## src/rtl/pause_ctrl.sv

```systemverilog
// pause_ctrl: user/host pause arbitration, single-frame stepping and
// screen dimming after a long user pause. All logic on rising clk_sys.
module pause_ctrl #(
  parameter int unsigned SRC_COUNT   = 1,
  parameter int unsigned COLOR_W     = 4,
  parameter int unsigned DIM_TIMEOUT = 240000000,
  parameter int unsigned DIM_STEP    = 24000000,
  parameter int unsigned DIM_MAX     = 1,
  localparam int unsigned DIM_W      = $clog2(DIM_MAX + 1)
) (
  input  logic                   clk_sys,
  input  logic                   reset,
  input  logic                   user_pause,
  input  logic                   user_step,
  input  logic [SRC_COUNT-1:0]   pause_req,
  input  logic                   osd_pause_en,
  input  logic                   osd_status,
  input  logic                   vblank,
  input  logic [3*COLOR_W-1:0]   rgb_in,
  output logic [3*COLOR_W-1:0]   rgb_out,
  output logic                   pause,
  output logic                   user_paused,
  output logic [DIM_W-1:0]       dim_level
);

  localparam int unsigned TIMER_W = $clog2(DIM_TIMEOUT + 1);
  localparam int unsigned STEP_W  = $clog2(DIM_STEP + 1);

  localparam logic [TIMER_W-1:0] TIMEOUT_V = TIMER_W'(DIM_TIMEOUT);
  localparam logic [STEP_W-1:0]  STEP_V    = STEP_W'(DIM_STEP);
  localparam logic [DIM_W-1:0]   DIM_MAX_V = DIM_W'(DIM_MAX);

  typedef enum logic [1:0] {
    S_RUN,
    S_PAUSED,
    S_STEP_A,
    S_STEP_B
  } state_t;

  state_t               state_q, state_d;
  logic                 pause_btn_q, pause_btn_d;
  logic                 step_btn_q, step_btn_d;
  logic                 vblank_q, vblank_d;
  logic [TIMER_W-1:0]   timer_q, timer_d;
  logic [STEP_W-1:0]    step_cnt_q, step_cnt_d;
  logic [DIM_W-1:0]     dim_q, dim_d;
  logic                 pause_q, pause_d;
  logic                 user_paused_q, user_paused_d;
  logic [3*COLOR_W-1:0] rgb_q, rgb_d;

  logic toggle_edge;
  logic step_edge;
  logic frame_edge;

  // Rising-edge detection against the previous-cycle copy of each input
  always_comb begin
    pause_btn_d = user_pause;
    step_btn_d  = user_step;
    vblank_d    = vblank;
    toggle_edge = user_pause & ~pause_btn_q;
    step_edge   = user_step & ~step_btn_q;
    frame_edge  = vblank & ~vblank_q;
  end

  // Next-state logic; a toggle always wins over step or vblank edges
  always_comb begin
    state_d = state_q;
    unique case (state_q)
      S_RUN: begin
        if (toggle_edge) state_d = S_PAUSED;
      end
      S_PAUSED: begin
        if (toggle_edge)    state_d = S_RUN;
        else if (step_edge) state_d = S_STEP_A;
      end
      S_STEP_A: begin
        if (toggle_edge)     state_d = S_RUN;
        else if (frame_edge) state_d = S_STEP_B;
      end
      S_STEP_B: begin
        if (toggle_edge)     state_d = S_RUN;
        else if (frame_edge) state_d = S_PAUSED;
      end
      default: state_d = S_RUN;
    endcase
  end

  // Dim timer: counts only while staying in PAUSED, then steps the dim level
  always_comb begin
    timer_d    = timer_q;
    step_cnt_d = step_cnt_q;
    dim_d      = dim_q;
    if (state_q == S_PAUSED && state_d == S_PAUSED) begin
      if (timer_q != TIMEOUT_V) begin
        timer_d = timer_q + 1'b1;
        if (timer_d == TIMEOUT_V) dim_d = DIM_W'(1);
      end else if (dim_q != DIM_MAX_V) begin
        step_cnt_d = step_cnt_q + 1'b1;
        if (step_cnt_d == STEP_V) begin
          step_cnt_d = '0;
          dim_d      = dim_q + 1'b1;
        end
      end
    end else begin
      timer_d    = '0;
      step_cnt_d = '0;
      dim_d      = '0;
    end
  end

  // Registered outputs: pause sources, user-pause flag and dimmed pixel
  always_comb begin
    pause_d       = (state_q == S_PAUSED) | (|pause_req) | (osd_pause_en & osd_status);
    user_paused_d = (state_q == S_PAUSED);
    rgb_d         = '0;
    for (int unsigned c = 0; c < 3; c++) begin
      rgb_d[c*COLOR_W +: COLOR_W] = rgb_in[c*COLOR_W +: COLOR_W] >> dim_q;
    end
  end

  // State and datapath registers; edge copies track inputs even in reset
  always_ff @(posedge clk_sys) begin
    pause_btn_q <= pause_btn_d;
    step_btn_q  <= step_btn_d;
    vblank_q    <= vblank_d;
    if (reset) begin
      state_q       <= S_RUN;
      timer_q       <= '0;
      step_cnt_q    <= '0;
      dim_q         <= '0;
      pause_q       <= 1'b0;
      user_paused_q <= 1'b0;
      rgb_q         <= '0;
    end else begin
      state_q       <= state_d;
      timer_q       <= timer_d;
      step_cnt_q    <= step_cnt_d;
      dim_q         <= dim_d;
      pause_q       <= pause_d;
      user_paused_q <= user_paused_d;
      rgb_q         <= rgb_d;
    end
  end

  assign rgb_out     = rgb_q;
  assign pause       = pause_q;
  assign user_paused = user_paused_q;
  assign dim_level   = dim_q;

endmodule

```

## config.mk

```make
export PLATFORM = sky130hd
export DESIGN_NAME = pause_ctrl
export DESIGN_NICKNAME = d
export VERILOG_FILES = /design/src/rtl/pause_ctrl.sv
export SDC_FILE = /design/constraint.sdc
export NUM_CORES = 1
export LEC_CHECK = 0
export CORE_ASPECT_RATIO = 2
export CORE_UTILIZATION = 57
export CTS_CLUSTER_DIAMETER = 40
export CTS_CLUSTER_SIZE = 16
export DETAILED_ROUTE_END_ITERATION = 12
export HOLD_SLACK_MARGIN = 0.03
export PLACE_DENSITY_LB_ADDON = 0.15
export SYNTH_ARGS = -nofsm -noshare
export SYNTH_HDL_FRONTEND = slang
export SYNTH_SLANG_ARGS = --single-unit
```

## constraint.sdc

```tcl
create_clock -name clk_sys -period 3.4 [get_ports clk_sys]
set_input_delay 0.34 -clock clk_sys [delete_from_list [all_inputs] [get_ports clk_sys]]
set_output_delay 0.34 -clock clk_sys [all_outputs]
set_load 0.01 [all_outputs]
```

==> summary.md, run 1 <==
| Metric | Value |
|---|---|
| CORE AREA | `0.00636 mm²` |
| Synth top cells by count | `nor2_1 (76), dfxtp_1 (73), nand2_1 (33), nand3_1 (26), xor2_1 (25)` |
| Later-pin clock latency in the skew report | `0.33 ns` |
| Avg Cell Area, Syn | `8.07 µm²` |
| CTS tree | `done` |
| Max Cap Violations | `0` |
| Vias in the first global route | `3377` |
| Critical path peak fanout | `10` |
| Reg2Reg Depth | `9` |
| XOR/XNOR Fraction of Synth Area | `10.3%` |
| Largest area contributor in the netlist | `dfxtp_1` |
| Clk buf depth | `2` |
| Resize count post-CTS | `0` |
| Synth Warn # | `0` |
| Seq cells post-synth | `73` |
| DR iter-0 viols | `194` |
| Global placement routability congestion | `1.01` |
| Detailed Place HPWL | `6.87 mm` |
| Pins Over Slew Limit | `0` |
| Clk_skew | `0.00668 ns` |
| P&R area growth vs syn | `18.5%` |
| Simple-gate portion of the synthesized area | `32.2%` |
| Fin. Hold Viols | `0` |
| Final period utilization | `89.3%` |
| Die H | `118 µm` |
| CTS sink count | `73` |
| Die ar. | `0.00703 mm²` |
| Row cnt | `41` |
| H-tree lvl count | `3` |
| Startpoint Class | `flop` |
| Hold depth | `1` |
| Num CTS Buffers | `9` |
| Outcome | `complete, no violations` |
| Syn nets | `496` |
| Overflow after GRT | `0` |
| Post-synth top area share | `38.4%` |
| Library cells used by synthesis | `52` |
| FF-to-FF setup slack | `0.36 ns` |
| Crit-path slowest cell | `or4_1` |
| Vias | `3513` |
| Synth Area in Compound Gates | `10.6%` |
| Final antenna-violating net count | `0` |
| Cell with the most instances after synthesis | `nor2_1` |
| Die X | `59.8 µm` |
| Worst setup EP type | `flop` |
| Slew @ Worst Pin | `0.742 ns` |
| Achievable Freq | `0.329 GHz` |
| Post-synth EDFFs | `0` |
| Worst Hold Class | `primary input to flop` |
| Reg2Reg Launch Point | `step_cnt_q[1]$_SDFFE_PP0P_` |
| Pre-antenna DRT Iters | `5` |
| Final Setup Violations | `0` |
| Net count, final | `517` |
| Worst min-delay path startpoint | `user_pause` |
| Post-CTS Setup Inserts | `0` |
| Initial core utilization | `59.9%` |
| # hold bufs at CTS | `0` |
| Leakage | `1.43 nW` |
| Hold endpoint | `pause_btn_q$_DFF_P_` |
| Post-synthesis instance total | `472` |
| Cell family with most CP delay | `simple AND/OR/NAND/NOR gates` |
| Fillers | `542` |
| Share of cells above drive strength 1 | `6.22%` |
| WL/cell | `16.1 µm` |
| Sequential fraction of the synthesis area | `38.4%` |
| Largest cells by area after synthesis | `dfxtp_1 (38%), nor2_1 (7.5%), xor2_1 (5.7%), xnor2_1 (4.6%), nand4_1 (3.4%)` |
| Largest net degree at the start of global routing | `46` |
| Data arrival time of the critical path | `3.23 ns` |
| Crit-path max cell delay | `0.58 ns` |
| Post-DR vias/cell | `6.02` |
| IO Pins | `35` |
| WP buf/inv | `0` |
| CP Cell Sequence | `ha_1, nand3_1, or4_1, a2111oi_2, o22ai_2, nor4_4, nor3_1, o21ai_1, o31ai_1` |
| Rel. slew slack | `50.4%` |
| Worst-path clk slew | `0.06 ns` |
| Total GRT Usage | `28.5%` |
| Drt drc | `0` |
| CP Data Required Time | `3.60 ns` |
| Synth Flop Type | `dfxtp_1` |
| Worst VDD drop | `0.000365 V` |
| RSZ-0062 raised after global routing | `no` |
| Min Hold Slack | `0.476 ns` |
| Period minus WS final | `3.04 ns` |
| Crit path kind | `flop to flop` |
| Setup TNS | `0 ns` |
| First-pass GRT wire length | `15.0 mm` |
| Mux cell area share after synthesis | `2.89%` |
| Final WL | `9.41 mm` |
| Asr flop ratio synth | `0%` |
| # diodes | `0` |
| R2R Path End | `step_cnt_q[24]$_SDFFE_PP0P_` |
| Power density cells | `448 mW/mm²` |
| Initial antenna violation count | `0` |
| IO Port Bufs | `34` |
| Post-Syn Area | `0.00381 mm²` |
| Root Buffer | `clkbuf_16` |
| Main combinational cell family by area after synthesis | `simple AND/OR/NAND/NOR gates` |
| Area share of fa/ha/maj cells after synthesis | `1.31%` |
==> logic make-up after synthesis <==
group	after synthesis
flops	73
compound gates	64
mux	11
xor+xnor	45
fa+ha+maj	4
buf+inv	39
simple gates	236
==> through the flow <==
| stage | total power [mW] | setup slack, ns | instances | instance area [µm²] | utilization, % |
|---|---|---|---|---|---|
| finish | 2.02 | 0.364 | 584 | 4510 | 71.0 |
| global route | 2.09 | 0.232 | 584 | 4510 | 71.0 |
| CTS | 2.04 | 0.463 | 584 | 4510 | 71.0 |
| detailed placement | 0.962 | 0.467 | 568 | 4170 | 65.5 |
| global placement | 0.961 | 0.643 | 568 | 4170 | 65.5 |
| floorplan | 0.915 | 0.874 | 472 | 3810 | - |
==> placed cells by master (no fill, tap or decap), types with 2 or more instances in the layout <==
master / Yosys / layout
clkdlybuf4s50_1: 0 / 34
o22ai_1: 3 / 3
and4_1: 5 / 5
or3_1: 5 / 5
inv_1: 9 / 9
nand4_1: 21 / 21
a41o_1: 2 / 2
nand4b_1: 2 / 2
o21ai_0: 6 / 6
xnor2_1: 20 / 20
dfxtp_1: 73 / 73
nor2b_1: 3 / 3
nand2b_1: 7 / 7
and3_1: 11 / 11
buf_4: 0 / 5
bufinv_16: 0 / 3
o21ai_1: 8 / 8
a21oi_1: 24 / 24
or4_1: 4 / 4
mux2i_1: 11 / 11
ha_1: 4 / 4
nor3_1: 20 / 20
clkbuf_16: 0 / 9
nor2_1: 76 / 76
nor4_1: 5 / 5
and2_1: 4 / 4
nand2_1: 33 / 33
o31ai_1: 4 / 4
a211oi_1: 3 / 3
xor2_1: 25 / 25
nor3b_1: 3 / 3
nor4_2: 2 / 2
nand3b_1: 3 / 3
nand3_1: 26 / 26
a31oi_1: 4 / 4
==> power by group <==
group          switching (mW)  total [mW]  internal, mW
combinational          0.0293      0.0725        0.0431
sequential            0.00414       0.872         0.868
clock                   0.344        1.08         0.735
==> worst reg2reg max path, stage by stage (launching register included) <==
cell and delay, ns:
dfxtp_1 0.45, ha_1 0.25, nand3_1 0.22, or4_1 0.58
a2111oi_2 0.37, o22ai_2 0.14, nor4_4 0.48, nor3_1 0.11
o21ai_1 0.20, o31ai_1 0.10
==> worst max-delay path by stage <==
| stage | from | end | slack (ns) | cells past startpoint |
|---|---|---|---|---|
| 2_1_floorplan | step_cnt_q[0]$_SDFFE_PP0P_ | step_cnt_q[24]$_SDFFE_PP0P_ | 0.87 | 10 |
| 3_3_place_gp | step_cnt_q[0]$_SDFFE_PP0P_ | step_cnt_q[18]$_SDFFE_PP0P_ | 0.64 | 9 |
| 3_5_place_dp | step_cnt_q[0]$_SDFFE_PP0P_ | step_cnt_q[24]$_SDFFE_PP0P_ | 0.47 | 9 |
| 4_1_cts | step_cnt_q[0]$_SDFFE_PP0P_ | step_cnt_q[24]$_SDFFE_PP0P_ | 0.46 | 9 |
| 5_1_grt | step_cnt_q[0]$_SDFFE_PP0P_ | step_cnt_q[24]$_SDFFE_PP0P_ | 0.23 | 9 |
| 6_report | step_cnt_q[1]$_SDFFE_PP0P_ | step_cnt_q[24]$_SDFFE_PP0P_ | 0.36 | 9 |
==> sequential cells by signal, indices dropped and copies added, names as in the netlist <==
register,count
pause,1
state_q,2
timer_q,28
step_btn_q,1
rgb_out,12
user_paused,1
dim_level,1
vblank_q,1
pause_btn_q,1
step_cnt_q,25
==> metal layers <==
layer	routed length, µm	up-vias	track usage (%)
li1	-	1707	-
met1	3350	1647	26.7
met2	5170	110	51.0
met3	280	49	5.38
met4	613	0	20.5
met5	0	-	0
==> area by class of cell <==
cell class | instances | area, µm² | share of cell area [%]
Sequential cell | 73 | 1460 | 32.4
Multi-Input combinational cell | 360 | 2180 | 48.4
Clock inverter | 5 | 103 | 2.27
Tap cell | 86 | 108 | 2.38
Timing Repair Buffer | 39 | 378 | 8.37
Clock buffer | 11 | 243 | 5.38
Inverter | 10 | 37.5 | 0.831
Note: power is estimated with default switching activity, not from simulation.
==> run 2, diff against run 1 <==
--- a/config.mk
+++ b/config.mk
@@ -7,9 +7,11 @@
 export LEC_CHECK = 0
 export CORE_ASPECT_RATIO = 2
 export CORE_UTILIZATION = 57
+export CTS_BUF_LIST = sky130_fd_sc_hd__clkbuf_16
 export CTS_CLUSTER_DIAMETER = 40
 export CTS_CLUSTER_SIZE = 16
 export DETAILED_ROUTE_END_ITERATION = 12
+export GPL_TIMING_DRIVEN = 0
 export HOLD_SLACK_MARGIN = 0.03
 export PLACE_DENSITY_LB_ADDON = 0.15
 export SYNTH_ARGS = -nofsm -noshare
==> run 2 against run 1 <==
Net effect:
- core utilization decreased by 0.059 points
- clock skew decreased by 0.00062 ns
- design area about the same
- worst setup slack got worse by 0.14 ns
- worst hold slack got worse by 0.012 ns
==> summary.md, run 2 (synthesized netlist as in run 1, its figures left out) <==
| Metric | Value |
|---|---|
| Outcome | `complete, no violations` |
| Num CTS Buffers | `9` |
| Worst setup EP type | `flop` |
| Final antenna-violating net count | `0` |
| Clk buf depth | `2` |
| CTS sink count | `73` |
| Critical path peak fanout | `10` |
| Leakage | `1.46 nW` |
| Die H | `118 µm` |
| Global placement routability congestion | `0.984` |
| DR iter-0 viols | `225` |
| Largest net degree at the start of global routing | `12` |
| Drt drc | `0` |
| WL/cell | `15.0 µm` |
| IO Pins | `35` |
| CTS tree | `done` |
| Period minus WS final | `3.18 ns` |
| RSZ-0062 raised after global routing | `no` |
| # diodes | `0` |
| Clk_skew | `0.00606 ns` |
| Startpoint Class | `flop` |
| Fin. Hold Viols | `0` |
| Fillers | `517` |
| Final WL | `9.11 mm` |
| Post-Layout Cell Count | `607` |
| Resize count post-CTS | `0` |
| Later-pin clock latency in the skew report | `0.34 ns` |
| Power density cells | `392 mW/mm²` |
| H-tree lvl count | `3` |
| Final core area utilization | `70.9%` |
| Post-DR vias/cell | `5.73` |
| Placed Instances | `592` |
| Root Buffer | `clkbuf_16` |
| Max reg flops | `28` |
| Initial core utilization | `59.9%` |
| Pins Over Slew Limit | `0` |
| IO Port Bufs | `34` |
| Vias in the first global route | `3372` |
| Max Cap Violations | `0` |
| Total Power | `1.77 mW` |
| CP Data Required Time | `3.62 ns` |
| Die ar. | `0.00703 mm²` |
| Final period utilization | `93.5%` |
| Post-CTS Setup Inserts | `0` |
| # hold bufs at CTS | `0` |
| Pre-antenna DRT Iters | `4` |
| Crit path kind | `flop to flop` |
| Net count, final | `541` |
| Biggest register | `timer_q` |
| Data arrival time of the critical path | `3.40 ns` |
| First-pass GRT wire length | `15.2 mm` |
| Row cnt | `41` |
| CORE AREA | `0.00636 mm²` |
| Most common cell after layout, fill and taps aside | `nor2_1` |
| Achievable Freq | `0.315 GHz` |
| Slew @ Worst Pin | `0.681 ns` |
| Final Setup Violations | `0` |
| Highest-count cells in the layout ignoring fill and taps | `nor2_1 (76), dfxtp_1 (73), clkdlybuf4s50_1 (34), nand2_1 (33), nand3_1 (26)` |
| Rel. slew slack | `54.3%` |
| Setup TNS | `0 ns` |
| Detailed Place HPWL | `6.82 mm` |
| Share of cells above drive strength 1 | `6.91%` |
| Overflow after GRT | `0` |
| Initial antenna violation count | `0` |
| Worst VDD drop | `0.000328 V` |
| Die X | `59.8 µm` |
| P&R area growth vs syn | `18.4%` |
| Worst-path clk slew | `0.06 ns` |
| Total GRT Usage | `28.4%` |
| Vias | `3479` |
| Worst Hold Class | `primary input to flop` |
[run 2: path summary, 6_finish.rpt]
check                                    from                          end  slack [ns]  cells after the start
setup reg to reg   step_cnt_q[0]$_SDFFE_PP0P_  step_cnt_q[13]$_SDFFE_PP0P_        0.22                     10
setup / recovery   step_cnt_q[0]$_SDFFE_PP0P_  step_cnt_q[13]$_SDFFE_PP0P_        0.22                     10
hold / removal                     user_pause          pause_btn_q$_DFF_P_        0.46                      1
hold reg to reg   step_cnt_q[24]$_SDFFE_PP0P_  step_cnt_q[24]$_SDFFE_PP0P_        0.51                      2
[run 2: critical path, stage by stage, from the launching register on]
cell and delay, ns:
dfxtp_1 0.45, ha_1 0.26, nand3_1 0.22, or4_1 0.46, buf_2 0.17, a2111oi_2 0.35
o22ai_2 0.16, nor4_4 0.53, inv_2 0.14, o21bai_2 0.24, nor2_1 0.08
[run 2: metal layers]
layer	global-route usage (%)	vias up	share of wire (%)
met3	4.62	29	2.9
met1	29.0	1627	38
met5	0	-	0
li1	-	1752	-
met4	16.1	0	4.1
met2	51.0	71	55
[run 2: layout make-up]
class / count / area, µm² / share of cell area (%)
Buffer: 29 / 125 / 2.77
Clock buffer: 9 / 225 / 4.99
Clock inverter: 6 / 28.8 / 0.638
Inverter: 10 / 37.5 / 0.832
Multi-Input combinational cell: 360 / 2180 / 48.4
Sequential cell: 73 / 1460 / 32.4
Tap cell: 86 / 108 / 2.39
Timing Repair Buffer: 34 / 340 / 7.55
[run 2: through the flow]
stage / instance area [µm²] / hold WS [ns] / setup WS (ns)
finish: 4510 / 0.465 / 0.221
global route: 4510 / 0.480 / 0.0602
CTS: 4510 / 0.460 / 0.277
detailed placement: 4260 / 0.500 / 0.299
global placement: 4260 / 0.495 / 0.357
floorplan: 3810 / 0.368 / 0.874
[run 2: power by group]
group | switching [mW] | total, mW | leakage [nW] | internal (mW)
clock | 0.345 | 0.823 | 0.131 | 0.478
sequential | 0.00448 | 0.872 | 0.593 | 0.868
combinational | 0.0299 | 0.0727 | 0.733 | 0.0428
==> run 3, diff against run 2 <==
--- a/config.mk
+++ b/config.mk
@@ -5,8 +5,10 @@
 export SDC_FILE = /design/constraint.sdc
 export NUM_CORES = 1
 export LEC_CHECK = 0
+export CELL_PAD_IN_SITES_DETAIL_PLACEMENT = 0
+export CELL_PAD_IN_SITES_GLOBAL_PLACEMENT = 1
 export CORE_ASPECT_RATIO = 2
-export CORE_UTILIZATION = 57
+export CORE_UTILIZATION = 43
 export CTS_BUF_LIST = sky130_fd_sc_hd__clkbuf_16
 export CTS_CLUSTER_DIAMETER = 40
 export CTS_CLUSTER_SIZE = 16
==> run 3 against run 2 <==
Net effect:
- first-iteration DRC count down 43%
- highest routed layer unchanged
- clock power up 9.1%
- global-route usage down 6.2 points
- sequential power about the same
- combinational power down 1%
- largest power group is now the clock network
- largest cell class unchanged
- register-to-register slack better by 0.08 ns
==> summary.md, run 3 (synthesized netlist as in run 1, its figures left out) <==
| Metric | Value |
|---|---|
| Crit path kind | `flop to flop` |
| Worst VDD drop | `0.000282 V` |
| First-pass GRT wire length | `15.1 mm` |
| Num CTS Buffers | `9` |
| CORE AREA | `0.00859 mm²` |
| Die H | `135 µm` |
| Highest-count cells in the layout ignoring fill and taps | `nor2_1 (76), dfxtp_1 (73), clkdlybuf4s50_1 (34), nand2_1 (33), nand3_1 (26)` |
| # hold bufs at CTS | `0` |
| DR iter-0 viols | `129` |
| Most common cell after layout, fill and taps aside | `nor2_1` |
| CP Cell Sequence | `ha_1, nand3_1, or4_1, buf_2, a2111oi_2, o22ai_2, nor4_4, inv_2, o21bai_2, nor2_1` |
| Worst setup EP type | `flop` |
| Final period utilization | `91.1%` |
| Pre-antenna DRT Iters | `4` |
| IO Port Bufs | `34` |
| Setup ws final | `0.304 ns` |
| Final Setup Violations | `0` |
| Crit-path slowest cell | `nor4_4` |
| H-tree lvl count | `3` |
| Clk_skew | `0.00613 ns` |
| IO Pins | `35` |
| Placed Instances | `606` |
| Max reg flops | `28` |
| # diodes | `0` |
| Placed inst area | `0.00427 mm²` |
| Slew @ Worst Pin | `0.730 ns` |
| Post-Layout Cell Count | `621` |
| DP Worst Slack | `0.328 ns` |
| Rel. slew slack | `50.9%` |
| Startpoint Class | `flop` |
| Net count, final | `541` |
| Later-pin clock latency in the skew report | `0.33 ns` |
| Vias in the first global route | `3233` |
| Root Buffer | `clkbuf_16` |
| Biggest register | `timer_q` |
| Die X | `68.6 µm` |
| Overflow after GRT | `0` |
| Initial antenna violation count | `0` |
| Post-DR vias/cell | `5.55` |
| Fin. Hold Viols | `0` |
| Worst-path clk slew | `0.06 ns` |
| Hold depth | `1` |
| Final core area utilization | `53.0%` |
| FF-to-FF setup slack | `0.30 ns` |
| Clk buf depth | `2` |
| CTS tree | `done` |
| Data arrival time of the critical path | `3.31 ns` |
| Resize count post-CTS | `0` |
| Total Power | `1.84 mW` |
| Total GRT Usage | `22.2%` |
| Largest net degree at the start of global routing | `12` |
| Cell area after layout | `0.00455 mm²` |
| Die ar. | `0.00926 mm²` |
| Drt drc | `0` |
| CP Data Required Time | `3.61 ns` |
| Crit-path max cell delay | `0.52 ns` |
| WL/cell | `15.3 µm` |
| CTS sink count | `73` |
| Outcome | `complete, no violations` |
| Reg2Reg Depth | `10` |
| RSZ-0062 raised after global routing | `no` |
| Initial core utilization | `44.3%` |
| Leakage | `1.47 nW` |
| Min Hold Slack | `0.472 ns` |
| Detailed Place HPWL | `7.16 mm` |
| Final WL | `9.52 mm` |
| Max Cap Violations | `0` |
| P&R area growth vs syn | `19.5%` |
| Period minus WS final | `3.10 ns` |
| Row cnt | `48` |
| Global placement routability congestion | `0.892` |
| Setup TNS | `0 ns` |
| Vias | `3446` |
| Worst Hold Class | `primary input to flop` |
| Critical path peak fanout | `10` |
| Achievable Freq | `0.323 GHz` |
| Share of cells above drive strength 1 | `6.91%` |
| Power density cells | `405 mW/mm²` |
| Post-CTS Setup Inserts | `0` |
| Pins Over Slew Limit | `0` |
| Final antenna-violating net count | `0` |
[run 3: cell types whose count changed in the layout (fill, tap and decap cells not counted)]
cell,delta
bufinv_16,+1
inv_1,-1
clkinvlp_4,-1
clkinv_1,+1
[run 3: path summary, 6_finish.rpt]
path | end | start
worst min register to register | step_cnt_q[24]$_SDFFE_PP0P_ | step_cnt_q[24]$_SDFFE_PP0P_
worst max register to register | step_cnt_q[19]$_SDFFE_PP0P_ | step_cnt_q[0]$_SDFFE_PP0P_
worst min-delay path | step_btn_q$_DFF_P_ | user_step
worst max-delay path | step_cnt_q[19]$_SDFFE_PP0P_ | step_cnt_q[0]$_SDFFE_PP0P_
[run 3: critical path, delay by kind of cell, from the launching register on]
family,cells,cell delay (ns)
AND/OR/NAND/NOR,4,1.27
AO/OA/AOI/OAI,3,0.68
flip-flops,1,0.46
buffers and inverters,2,0.32
adder cells (fa/ha/maj),1,0.26
[run 3: cell type report]
class / count / area, µm²
Fill cell: 880 / 4040
Multi-Input combinational cell: 360 / 2180
Timing Repair Buffer: 34 / 340
Clock inverter: 6 / 51.3
Clock buffer: 9 / 225
Buffer: 29 / 125
Sequential cell: 73 / 1460
Tap cell: 100 / 125
Inverter: 10 / 37.5
[run 3: layer usage]
| layer | up-vias | track usage [%] | part of all wire [%] |
|---|---|---|---|
| li1 | 1750 | - | - |
| met1 | 1602 | 22.5 | 38 |
| met2 | 61 | 39.6 | 54 |
| met3 | 33 | 3.46 | 2.4 |
| met4 | 0 | 14.4 | 5.0 |
| met5 | - | 0 | 0 |
[run 3: report_power, final]
group	switching, mW	internal (mW)	total (mW)
logic	0.0292	0.0428	0.0720
registers	0.00408	0.868	0.872
clock network	0.345	0.553	0.898
